`config.mk`:
```
export PLATFORM = sky130hd
export DESIGN_NAME = irq_scheduler
export DESIGN_NICKNAME = d
export VERILOG_FILES = /design/src/rtl/irq_scheduler.sv
export SDC_FILE = /design/constraint.sdc
export NUM_CORES = 1
export LEC_CHECK = 0
export CORE_UTILIZATION = 40
export CTS_CLUSTER_SIZE = 24
export DETAILED_ROUTE_END_ITERATION = 6
export GPL_ROUTABILITY_DRIVEN = 0
export PLACE_DENSITY_LB_ADDON = 0.12
export SYNTH_ARGS = -nofsm -noshare
export SYNTH_HDL_FRONTEND = slang
export SYNTH_SLANG_ARGS = --single-unit
export TNS_END_PERCENT = 50
```
`constraint.sdc`:
```
create_clock -name clk -period 1.5 [get_ports clk]
set_input_delay 0.375 -clock clk [delete_from_list [all_inputs] [get_ports clk]]
set_output_delay 0.375 -clock clk [all_outputs]
set_load 0.1 [all_outputs]
```
`src/rtl/irq_scheduler.sv`:
```
// rtl/irq_scheduler.sv - round-robin interrupt scheduler with edge-detected, maskable requests
// Optional unacknowledged-irq abandon timeout is built when IRQ_TIMEOUT_EN is defined.
module irq_scheduler #(
    parameter int NUM_SRC = 4,
    parameter int TIMEOUT = 1023,
    parameter int IDW     = 2
) (
    input  logic               clk,
    input  logic               reset,
    input  logic [NUM_SRC-1:0] req,
    input  logic [NUM_SRC-1:0] mask,
    input  logic               irq_ack,
    input  logic               flag_clr,
    output logic               irq,
    output logic [IDW-1:0]     irq_id,
    output logic [NUM_SRC-1:0] pending,
    output logic [NUM_SRC-1:0] missed,
    output logic               timeout_flag
);

    typedef enum logic [1:0] {
        IDLE     = 2'd0,
        WAIT_ACK = 2'd1,
        GAP      = 2'd2
    } state_t;

    state_t             state_q, state_d;
    logic               irq_q, irq_d;
    logic [IDW-1:0]     irq_id_q, irq_id_d;
    logic [IDW-1:0]     last_grant_q, last_grant_d;
    logic [NUM_SRC-1:0] req_q, req_d;
    logic [NUM_SRC-1:0] pending_q, pending_d;
    logic [NUM_SRC-1:0] missed_q, missed_d;

    logic [NUM_SRC-1:0] evt;
    logic [NUM_SRC-1:0] ack_clr;
    logic               sel_found;
    logic [IDW-1:0]     sel_idx;
    int                 rr_idx;

`ifdef IRQ_TIMEOUT_EN
    localparam int CNT_W = $clog2(TIMEOUT + 1);
    logic [CNT_W-1:0]   cnt_q, cnt_d;
    logic               tflag_q, tflag_d;
    logic               timeout_fire;
`endif

    assign req_d = req;
    assign evt   = req & ~req_q & mask;

    // Round-robin search begins one past the last serviced source.
    always_comb begin
        sel_found = 1'b0;
        sel_idx   = '0;
        rr_idx    = 0;
        for (int k = 1; k <= NUM_SRC; k++) begin
            rr_idx = int'(last_grant_q) + k;
            if (rr_idx >= NUM_SRC) begin
                rr_idx = rr_idx - NUM_SRC;
            end
            if (!sel_found && pending_q[rr_idx[IDW-1:0]]) begin
                sel_found = 1'b1;
                sel_idx   = rr_idx[IDW-1:0];
            end
        end
    end

    always_comb begin
        state_d      = state_q;
        irq_d        = irq_q;
        irq_id_d     = irq_id_q;
        last_grant_d = last_grant_q;
        ack_clr      = '0;
`ifdef IRQ_TIMEOUT_EN
        cnt_d        = '0;
        timeout_fire = 1'b0;
`endif
        case (state_q)
            IDLE: begin
                if (sel_found) begin
                    irq_d    = 1'b1;
                    irq_id_d = sel_idx;
                    state_d  = WAIT_ACK;
                end
            end
            WAIT_ACK: begin
                if (irq_ack) begin
                    ack_clr[irq_id_q] = 1'b1;
                    irq_d             = 1'b0;
                    last_grant_d      = irq_id_q;
                    state_d           = GAP;
                end
`ifdef IRQ_TIMEOUT_EN
                else if (cnt_q == CNT_W'(TIMEOUT - 1)) begin
                    // Abandon without clearing pending so the source is retried.
                    timeout_fire = 1'b1;
                    irq_d        = 1'b0;
                    last_grant_d = irq_id_q;
                    state_d      = GAP;
                end else begin
                    cnt_d = cnt_q + CNT_W'(1);
                end
`endif
            end
            GAP: begin
                irq_d   = 1'b0;
                state_d = IDLE;
            end
            default: begin
                irq_d   = 1'b0;
                state_d = IDLE;
            end
        endcase
    end

    // A new edge on a source being acked this cycle wins and is not a miss.
    always_comb begin
        pending_d = (pending_q & ~ack_clr) | evt;
        missed_d  = (flag_clr ? '0 : missed_q) | (evt & pending_q & ~ack_clr);
    end

`ifdef IRQ_TIMEOUT_EN
    always_comb begin
        tflag_d = (flag_clr ? 1'b0 : tflag_q) | timeout_fire;
    end
`endif

    always_ff @(posedge clk or negedge reset) begin
        if (!reset) begin
            state_q      <= IDLE;
            irq_q        <= 1'b0;
            irq_id_q     <= '0;
            last_grant_q <= IDW'(NUM_SRC - 1);
            req_q        <= '0;
            pending_q    <= '0;
            missed_q     <= '0;
        end else begin
            state_q      <= state_d;
            irq_q        <= irq_d;
            irq_id_q     <= irq_id_d;
            last_grant_q <= last_grant_d;
            req_q        <= req_d;
            pending_q    <= pending_d;
            missed_q     <= missed_d;
        end
    end

`ifdef IRQ_TIMEOUT_EN
    always_ff @(posedge clk or negedge reset) begin
        if (!reset) begin
            cnt_q   <= '0;
            tflag_q <= 1'b0;
        end else begin
            cnt_q   <= cnt_d;
            tflag_q <= tflag_d;
        end
    end

    assign timeout_flag = tflag_q;
`else
    assign timeout_flag = 1'b0;
`endif

    assign irq     = irq_q;
    assign irq_id  = irq_id_q;
    assign pending = pending_q;
    assign missed  = missed_q;

endmodule

```
==> summary.txt, run 1 <==
Floorplanning
  – I/O pins: 24
  – Initial Util: ~44%
  – Core area: roughly 1800 sq um
  – Die width: 46.3 um
  – Row count: 15
  – Die Ht: 46.3 um
  – Die area: approximately 2100 sq um

Outcome
  – Failing checks: setup timing
  – Outcome: complete, but fails checks

Routing
  – Iteration-0 DRC Markers: 5
  – Routed WL per cell: approximately 13 um
  – Top sig layer: met4
  – M1 WL: 737 um
  – Via count: 640
  – Met2 WL post-DR: 816 um
  – Drt drc: 0
  – Metal3 WL: roughly 59 um
  – DRT Wirelength: roughly 1.6 mm
  – Drt pass-1 iters: 4
  – Final ANT Viol Nets: 0
  – Routed vias/inst: roughly 4.9

STA
  – Slew Limit Fails: 0
  – Fmax: between 600 and 700 MHz
  – Setup ws final: -0.106 ns
  – Final worst path period share: 107%
  – RSZ-0062 raised after global routing: yes
  – Final Critical Period: about 1.6 ns
  – Final hold violation count: 0
  – Worst Skew: 0.00175 ns
  – Final setup vio count: 3

Logic synthesis
  – Ys async rst share: 100%
  – Top FF cell, synth: dfrtp_1
  – Area leader, netlist: dfrtp_1
  – Most frequent cell after synthesis: dfrtp_1
  – Post-synth EDFFs: 0
  – Synth cell count leaders: 17 x dfrtp_1, 12 x nand2_1, 7 x inv_1
  – Synth warn: 0
  – Gate Count Post-Synth: 72
  – Syn_nets: between 80 and 90
  – Post-Syn Area per Cell: 10.9 sq um
  – Post-synthesis sequential area ratio: between 60% and 70%
  – Mapped Area: ~790 sq um
  – Main area contributors after synthesis: dfrtp_1 54%, dfstp_2 6.7%, nand2_1 5.7%, nand3b_1 4.8%, inv_1 3.3%
  – Synth unique cells: 21
  – Seq cells post-synth: 19
  – Yosys top cell area share: between 50 and 60%

Pwr
  – Max IR drop VDD: ~1.1 mV
  – P per Cell Area: 2370 nW/um^2
  – Total leakage power: roughly 0.00055 uW
  – Total power: between 2000 and 3000 uW

Worst hold path
  – Hold Path Class: primary input to async pin

Worst setup path
  – End of the worst register-to-register path: irq_id[1]
  – Setup CP Type: flip-flop to flip-flop
  – Worst EP required: 1.68 ns
  – Startpoint Class: flip-flop
  – Critical Path Sink Type: flip-flop
  – Worst r2r src: pending[3]
  – Worst Path Max Fanout: 2
  – R2r setup slk: -0.11 ns
  – Worst EP arrival: between 1.5 and 2 ns
  – R2R cell count: 3

GRT
  – Total track usage: about a fifth
  – Vias in the first global route: ~620
  – Antenna violations before repair: 0
  – Global-route wire length before repair: ~2.8 mm
  – Gr ovfl total: 0
  – Pin count of the biggest net entering global routing: 20

Place
  – Placed Instance Area: around 1200 sq um
  – DP HPWL: approximately 1.3 mm
  – IO buf count: 22

Clock network
  – CTS Sinks: 19
  – Clk slew on worst S/H paths: 0.11 ns
  – Root buf cell: clkbuf_4
  – CTS tree: done
  – Clock tree buffer depth: 2
  – CTS Buf Count: 3
  – # H-tree levels: 1
  – Setup bufs post-CTS: 0
  – Worst-skew pair later-pin latency: ~0.29 ns

Final layout
  – P&R area growth vs syn: 59.1%
  – Final nets: approximately 120
  – Fin area: 1250 sq um
  – Layout cells sized above 1: a little under a third
  – Ant diodes: 0

Run
  – Max-Cap Viols: 0
-- state kept, by name (all words and copies together), names as in the netlist --
register,count
pending,4
missed,4
irq,1
irq_id,2
req_q,4
state_q,2
last_grant_q,2
-- final cells by class --
type | count | area (sq um)
repair buffers | 31 | 402
inverters | 7 | 26.3
multi-input cells | 45 | 277
clock buffers | 4 | 26.3
well taps | 25 | 31.3
fillers | 139 | 533
flip-flops and latches | 19 | 488
-- stage by stage --
step	util, %	hold slack [ns]	cells	TNS (ns)	setup WS (ns)
final	70.1	0.414	131	-0.218	-0.106
after global routing	70.1	0.426	131	-0.339	-0.132
after CTS	69.9	0.421	131	-0.186	-0.0993
after detailed placement	68.3	0.478	127	-1.08	-0.185
after global placement	68.3	0.488	127	-0.783	-0.136
after floorplan	-	0.0794	72	-0.510	-0.277
-- report_power, final --
group	switching (uW)	total, uW	internal, uW
clock network	152	255	103
registers	192	892	700
logic	1120	1820	699
total	1460	2960	1500
-- layer usage --
metal	GRT usage, %	vias to the layer above
met2	30.3	23
met5	0	-
met4	10.6	0
met1	24.6	301
met3	2.75	4
li1	-	312
-- logic make-up after synthesis --
| group | count (synthesis) | share of synthesized area [%] |
|---|---|---|
| AOI/OAI and AO/OA | 17 | 13.2 |
| buffers and inverters | 8 | 4.30 |
| DFF | 19 | 60.8 |
| muxes | 2 | 3.18 |
| other | 1 | 0.477 |
| and+or+nand+nor | 25 | 18.0 |
-- what timing repair did --
| action | CTS | global route |
|---|---|---|
| endpoints found under the setup margin | 3 | 7 |
| resized for setup | 1 | 2 |
| pin swaps | 1 | 0 |
| hold buffers | 0 | 0 |
-- layout by cell type (no fill, tap or decap), types with 2 or more instances in the layout --
| master | count |
|---|---|
| a211oi_1 | 2 |
| a21oi_1 | 3 |
| buf_12 | 11 |
| buf_4 | 8 |
| clkbuf_4 | 3 |
| clkdlybuf4s50_1 | 11 |
| dfrtp_1 | 13 |
| dfrtp_2 | 2 |
| dfrtp_4 | 2 |
| dfstp_2 | 2 |
| inv_1 | 7 |
| nand2_1 | 12 |
| nand2b_1 | 2 |
| nand3b_1 | 5 |
| nor2_1 | 2 |
| o21ai_0 | 4 |
| o22ai_1 | 4 |
-- worst max path at each step --
stage / start / endpoint / slack, ns / cells after the start
final: pending[3] / irq_id[1] / -0.11 / 3
after floorplan: pending[1] / irq_id[1] / -0.28 / 3
after detailed placement: irq_ack / missed[1] / -0.19 / 6
after global placement: irq_ack / missed[2] / -0.14 / 6
after CTS: pending[3] / irq_id[1] / -0.1 / 3
after global routing: pending[3] / irq_id[1] / -0.13 / 3
-- worst max-delay path: stages (launching register included) --
cell and delay (ns):
dfrtp_4 0.50, or4_4 0.54, nor3b_4 0.17, mux2_4 0.29
Note: power is estimated with default switching activity, not from simulation.
==> run 2, diff against run 1 <==
--- a/config.mk
+++ b/config.mk
@@ -5,6 +5,7 @@
 export SDC_FILE = /design/constraint.sdc
 export NUM_CORES = 1
 export LEC_CHECK = 0
+export CORE_MARGIN = 2
 export CORE_UTILIZATION = 40
 export CTS_CLUSTER_SIZE = 24
 export DETAILED_ROUTE_END_ITERATION = 6
==> run 2 against run 1 <==
Net effect: the run still ends with setup timing left; sequential power down 1%; sequential share of layout area decreased by 0.31 points; non-clock buffer count increased by 1; hold slack gained 0.0014 ns; count of clock-buffer cells in the layout unchanged; first-iteration DRC count shrank 20%; power shrank 0.37%; critical path type unchanged; largest power group unchanged; highest routed layer unchanged.
==> summary.txt, run 2 (synthesis gave the netlist of run 1 again) <==
Outcome
  – Outcome: complete, but fails checks
  – Failing checks: setup timing

Final layout
  – Ant diodes: 0 (unchanged)
  – Final nets: 120 (+0.84%)
  – Fin area: 1260 sq um (+0.80%)
  – Most frequent cells in the layout: 13 x dfrtp_1, 12 x nand2_1, 11 x clkdlybuf4s50_1, 11 x buf_12, 9 x buf_4
  – Layout cells sized above 1: 31.8% (+0.64 points)
  – Commonest non-fill, non-tap cell in the layout: dfrtp_1
  – FILL cells: 167 (+20%)
  – P&R area growth vs syn: 60.4%

Worst setup path
  – Worst Path Max Fanout: 2 (unchanged)
  – Startpoint Class: flip-flop
  – Setup CP Type: flip-flop to flip-flop
  – Worst EP arrival: 1.73 ns (-0.06 ns)
  – CP Cell Sequence: or4_4 -> nor3b_4 -> mux2_4
  – CP max-delay cell: dfrtp_4
  – Critical Path Sink Type: flip-flop
  – Worst EP required: 1.67 ns (about the same)
  – Crit path largest cell delay: 0.49 ns (-0.05 ns)

Routing
  – Iteration-0 DRC Markers: 4 (-1)
  – Drt pass-1 iters: 2 (-2)
  – Routed vias/inst: 4.74 (-3.0%)
  – Via count: 635 (-0.78%)
  – Routed WL per cell: 11.8 um (-5.9%)
  – Drt drc: 0 (unchanged)
  – DRT Wirelength: 1.58 mm (-3.7%)
  – Final ANT Viol Nets: 0 (unchanged)

Clock network
  – CTS Buf Count: 3 (unchanged)
  – # H-tree levels: 1 (unchanged)
  – Root buf cell: clkbuf_4
  – Clk slew on worst S/H paths: 0.10 ns (about the same)
  – Worst-skew pair later-pin latency: 0.28 ns (about the same)
  – Post-CTS Hold Buffers: 0 (unchanged)
  – CTS tree: done
  – CTS Sinks: 19 (unchanged)
  – Clock tree buffer depth: 2 (unchanged)

STA
  – Slew Limit Fails: 0 (unchanged)
  – Setup ws final: -0.0526 ns (+0.0534 ns)
  – Final setup vio count: 2 (-1)
  – Final Critical Period: 1.55 ns (-0.0534 ns)
  – Fin Setup TNS: -0.0645 ns (+0.154 ns)
  – Final hold violation count: 0 (unchanged)
  – RSZ-0062 raised after global routing: yes
  – Fmax: 644 MHz (+3.4%)
  – Final worst path period share: 104% (-3.6 points)
  – Worst Skew: 0.00395 ns (+0.00220 ns)

Run
  – Max-Cap Viols: 0 (unchanged)

Floorplanning
  – Die area: 2330 sq um (+8.8%)
  – Row count: 16 (+1)
  – Initial Util: 41.3% (-2.8 points)
  – Die Ht: 48.3 um (+4.3%)
  – Core area: 1900 sq um (+6.7%)
  – Die width: 48.3 um (+4.3%)
  – I/O pins: 24 (unchanged)

Pwr
  – Sw Pwr: 1450 uW (-0.90%)
  – Sequential power share: 29.8% (-0.3 points)
  – Max IR drop VDD: 1.22 mV (+6.4%)
  – Gate power share: 61.8% (+0.5 points)
  – Power Internal: 1500 uW (+0.15%)
  – Clk pwr share: 8.3% (-0.3 points)
  – Sw Ratio: 49.0% (-0.26 points)
  – P per Cell Area: 2340 nW/um^2 (-1.2%)
  – Total leakage power: 0.000558 uW (+0.85%)

GRT
  – M3 GR Usage: 2.47% (-0.28 points)
  – Gr ovfl total: 0 (unchanged)
  – GRT Max-Usage Layer: met2
  – Total track usage: 15.9% (-3.1 points)
  – Vias in the first global route: 671 (+7.7%)
  – Pin count of the biggest net entering global routing: 20 (unchanged)
  – Met2 Use GR: 26.2% (-4.1 points)
  – Antenna violations before repair: 0 (unchanged)
  – Global-route wire length before repair: 2.95 mm (+6.0%)
  – Met1 Use GR: 22.1% (-2.5 points)

Place
  – IO buf count: 22 (unchanged)
  – Placed Instance Area: 1230 sq um (+0.82%)
  – DP HPWL: 1.28 mm (-3.1%)
  – Setup slack at placement: -0.182 ns (+0.00304 ns)

Worst hold path
  – Hold Path Class: primary input to async pin
-- run 2: what timing repair did --
item                       in CTS  in global routing
gates resized for setup         1                  3
setup endpoints to repair       2                  7
buffers inserted                0                  0
pin swaps                       1                  1
cloned                          0                  0
-- run 2: critical path, delay by kind of cell, from the launching register on --
family,cells,cell delay [ns]
flops,1,0.49
mux,1,0.29
simple gates,2,0.67
-- run 2: final cells by class --
| cell class | count | area, sq um | area share (%) |
|---|---|---|---|
| clock buffers | 4 | 26.3 | 2.09 |
| well taps | 27 | 33.8 | 2.68 |
| repair buffers | 32 | 409 | 32.5 |
| multi-input cells | 45 | 277 | 21.9 |
| inverters | 7 | 26.3 | 2.09 |
| flip-flops and latches | 19 | 488 | 38.7 |
-- run 2: through the flow --
stage / instances / power, uW / util, % / hold slack [ns]
4_1_cts: 134 / 2960 / 66.1 / 0.419
3_5_place_dp: 130 / 2710 / 64.5 / 0.490
2_1_floorplan: 72 / 1950 / - / 0.0794
6_report: 134 / 2950 / 66.3 / 0.415
5_1_grt: 134 / 3110 / 66.3 / 0.450
3_3_place_gp: 130 / 2670 / 64.5 / 0.476
-- run 2: routing by layer --
layer / part of all wire, % / up-vias
li1: - / 320
met3: 4.0 / 2
met2: 50 / 13
met1: 45 / 300
met4: 0.82 / 0
met5: 0 / -
-- run 2: final timing paths --
| check | from | to | slack, ns | cells after the start |
|---|---|---|---|---|
| max in group asynchronous | reset | last_grant_q[1] | 0.82 | 2 |
| worst max-delay path | pending[3] | irq_id[1] | -0.05 | 3 |
| min in group clk | last_grant_q[0] | last_grant_q[0] | 0.50 | 2 |
| worst min-delay path | reset | state_q[0] | 0.42 | 2 |
| worst min register to register | last_grant_q[0] | last_grant_q[0] | 0.50 | 2 |
| worst max register to register | pending[3] | irq_id[1] | -0.05 | 3 |
-- run 2: power groups by stage --
stage	clock network (uW)	registers [uW]	logic (uW)
2_1_floorplan	0	1620	324
3_3_place_gp	0	881	1790
3_5_place_dp	0	888	1820
4_1_cts	251	881	1830
5_1_grt	272	906	1930
6_report	245	881	1830
==> run 3, diff against run 2 <==
--- a/config.mk
+++ b/config.mk
@@ -6,7 +6,7 @@
 export NUM_CORES = 1
 export LEC_CHECK = 0
 export CORE_MARGIN = 2
-export CORE_UTILIZATION = 40
+export CORE_UTILIZATION = 44
 export CTS_CLUSTER_SIZE = 24
 export DETAILED_ROUTE_END_ITERATION = 6
 export GPL_ROUTABILITY_DRIVEN = 0
==> constraint.sdc (replaced) <==
create_clock -name clk -period 1.7 [get_ports clk]
set_input_delay 0.425 -clock clk [delete_from_list [all_inputs] [get_ports clk]]
set_output_delay 0.425 -clock clk [all_outputs]
set_load 0.1 [all_outputs]
==> run 3 against run 2 <==
Net effect: the run now ends clean; via count fell by 0.94%; maximum frequency is 4.1% lower; core utilization grew 3.9 points; combinational power fell by 18%; setup slack better by 0.13 ns; clock skew fell by 0.00054 ns; flip-flop and latch count stayed put; design area fell by 4.9%; sequential power fell by 8.1%; global-route usage up 1.8 points; largest power group unchanged.
==> summary.txt, run 3 (synthesis gave the netlist of run 1 again) <==
Worst setup path
  – Critical Path Sink Type: flip-flop
  – Setup CP Type: flip-flop to flip-flop
  – Worst EP arrival: 1.81 ns (+0.08 ns)
  – Crit path largest cell delay: 0.55 ns (+0.06 ns)
  – Worst Path Max Fanout: 3 (+1)
  – Worst EP required: 1.90 ns (+0.23 ns)
  – CP max-delay cell: or4_4
  – Startpoint Class: flip-flop
  – CP Cell Sequence: or4_4 -> nor3b_4 -> mux2_4

GRT
  – Gr ovfl total: 0 (unchanged)
  – Vias in the first global route: 575 (-14%)
  – Antenna violations before repair: 0 (unchanged)
  – Global-route wire length before repair: 2.57 mm (-13%)
  – Total track usage: 17.7% (+1.8 points)
  – Pin count of the biggest net entering global routing: 20 (unchanged)

Floorplanning
  – I/O pins: 24 (unchanged)
  – Core area: 1710 sq um (-10%)
  – Die Ht: 46.3 um (-4.3%)
  – Die area: 2140 sq um (-8.3%)
  – Die width: 46.3 um (-4.3%)
  – Initial Util: 46.0% (+4.7 points)
  – Row count: 15 (-1)

Routing
  – Final ANT Viol Nets: 0 (unchanged)
  – Routed vias/inst: 5.03 (+6.2%)
  – Metal3 WL: 61 um (-3.2%)
  – Met2 WL post-DR: 798 um (+1.5%)
  – Drt pass-1 iters: 4 (+2)
  – Routed WL per cell: 12.5 um (+6.2%)
  – Via count: 629 (-0.94%)
  – M1 WL: 663 um (-7.4%)
  – Top sig layer: met4
  – DRT Wirelength: 1.56 mm (-0.95%)
  – Iteration-0 DRC Markers: 7 (+3)
  – Drt drc: 0 (unchanged)

Outcome
  – Outcome: completed

Final layout
  – Sequential cell area: 488 sq um (unchanged)
  – Most frequent cells in the layout: 13 x dfrtp_1, 12 x nand2_1, 11 x clkdlybuf4s50_1, 11 x buf_12, 7 x inv_1
  – Layout cells sized above 1: 26.0% (-5.8 points)
  – Commonest non-fill, non-tap cell in the layout: dfrtp_1
  – Fin area: 1200 sq um (-4.9%)
  – P&R area growth vs syn: 52.5%
  – Ant diodes: 0 (unchanged)
  – Util after Layout: 70.2% (+3.9 points)
  – Final nets: 113 (-5.8%)
  – FILL cells: 120 (-28%)
  – Multi-input logic area: 274 sq um (-0.90%)

Pwr
  – Sw Ratio: 49.9% (+0.89 points)
  – Sw Pwr: 1270 uW (-12%)
  – P per Cell Area: 2120 nW/um^2 (-9.6%)
  – Max IR drop VDD: 1.09 mV (-10%)
  – Clk pwr share: 9.1% (+0.8 points)
  – Power Internal: 1270 uW (-16%)
  – Gate power share: 59.0% (-2.8 points)
  – Total leakage power: 0.000524 uW (-6.1%)
  – Sequential power share: 31.9% (+2.1 points)

Clock network
  – CTS Buf Count: 3 (unchanged)
  – Post-CTS Hold Buffers: 0 (unchanged)
  – Worst-skew pair later-pin latency: 0.30 ns (+0.02 ns)
  – Resized Gates After CTS: 0 (-1)
  – CTS tree: done
  – # H-tree levels: 1 (unchanged)
  – Setup bufs post-CTS: 0 (unchanged)
  – Root buf cell: clkbuf_4
  – Clock tree buffer depth: 2 (unchanged)
  – CTS Sinks: 19 (unchanged)
  – Clk slew on worst S/H paths: 0.11 ns (about the same)

STA
  – Worst Skew: 0.00341 ns (-0.000540 ns)
  – Fin Setup TNS: 0 ns (+0.0645 ns)
  – Final Critical Period: 1.62 ns (+0.0656 ns)
  – Final hold violation count: 0 (unchanged)
  – WHS: 0.448 ns (+0.0324 ns)
  – Final setup vio count: 0 (-2)
  – Fmax: 618 MHz (-4.1%)
  – Slew Limit Fails: 0 (unchanged)
  – RSZ-0062 raised after global routing: no
  – Final worst path period share: 95.2% (-8.3 points)

Worst hold path
  – Hold Path Class: primary input to async pin

Place
  – Placed Instance Area: 1170 sq um (-4.5%)
  – IO buf count: 22 (unchanged)
  – DP HPWL: 1.20 mm (-6.4%)

Run
  – Max-Cap Viols: 0 (unchanged)
[run 3: layer usage]
metal / vias to the layer above / GRT usage (%)
met3: 4 / 3.14
met4: 0 / 10.9
met5: - / 0
li1: 303 / -
met1: 303 / 22.4
met2: 19 / 28.1
[run 3: power by group through the flow]
stage               registers (uW)  logic (uW)  clock network [uW]
finish                         810        1500                 230
global route                   833        1570                 240
CTS                            809        1510                 230
detailed placement             818        1510                   0
global placement               811        1490                   0
floorplan                     1430         286                   0
[run 3: through the flow]
step,std cells,worst slack (ns),total power (uW)
3_3_place_gp,121,-0.00174,2300
5_1_grt,125,0.0443,2650
3_5_place_dp,121,-0.0510,2330
2_1_floorplan,72,-0.0772,1720
4_1_cts,125,0.0765,2550
6_report,125,0.0817,2540
[run 3: critical path, delay by kind of cell, from the launching register on]
family	cells	cell delay [ns]
AND/OR/NAND/NOR	2	0.73
flip-flops	1	0.49
multiplexers	1	0.30
[run 3: layout make-up]
cell class / instances / area share [%]
Clock buffer: 4 / 2.19
Inverter: 7 / 2.19
Tap cell: 25 / 2.61
Timing Repair Buffer: 25 / 29.4
Multi-Input combinational cell: 45 / 22.9
Sequential cell: 19 / 40.7
[run 3: worst paths after layout]
check	start	endpoint	slack [ns]	cells past startpoint
min	reset	state_q[1]	0.45	2
max	pending[1]	irq_id[1]	0.08	3
min in group clk	last_grant_q[0]	last_grant_q[0]	0.50	2
max in group asynchronous	reset	last_grant_q[1]	0.99	2
min reg2reg	last_grant_q[0]	last_grant_q[0]	0.50	2
max reg2reg	pending[1]	irq_id[1]	0.08	3
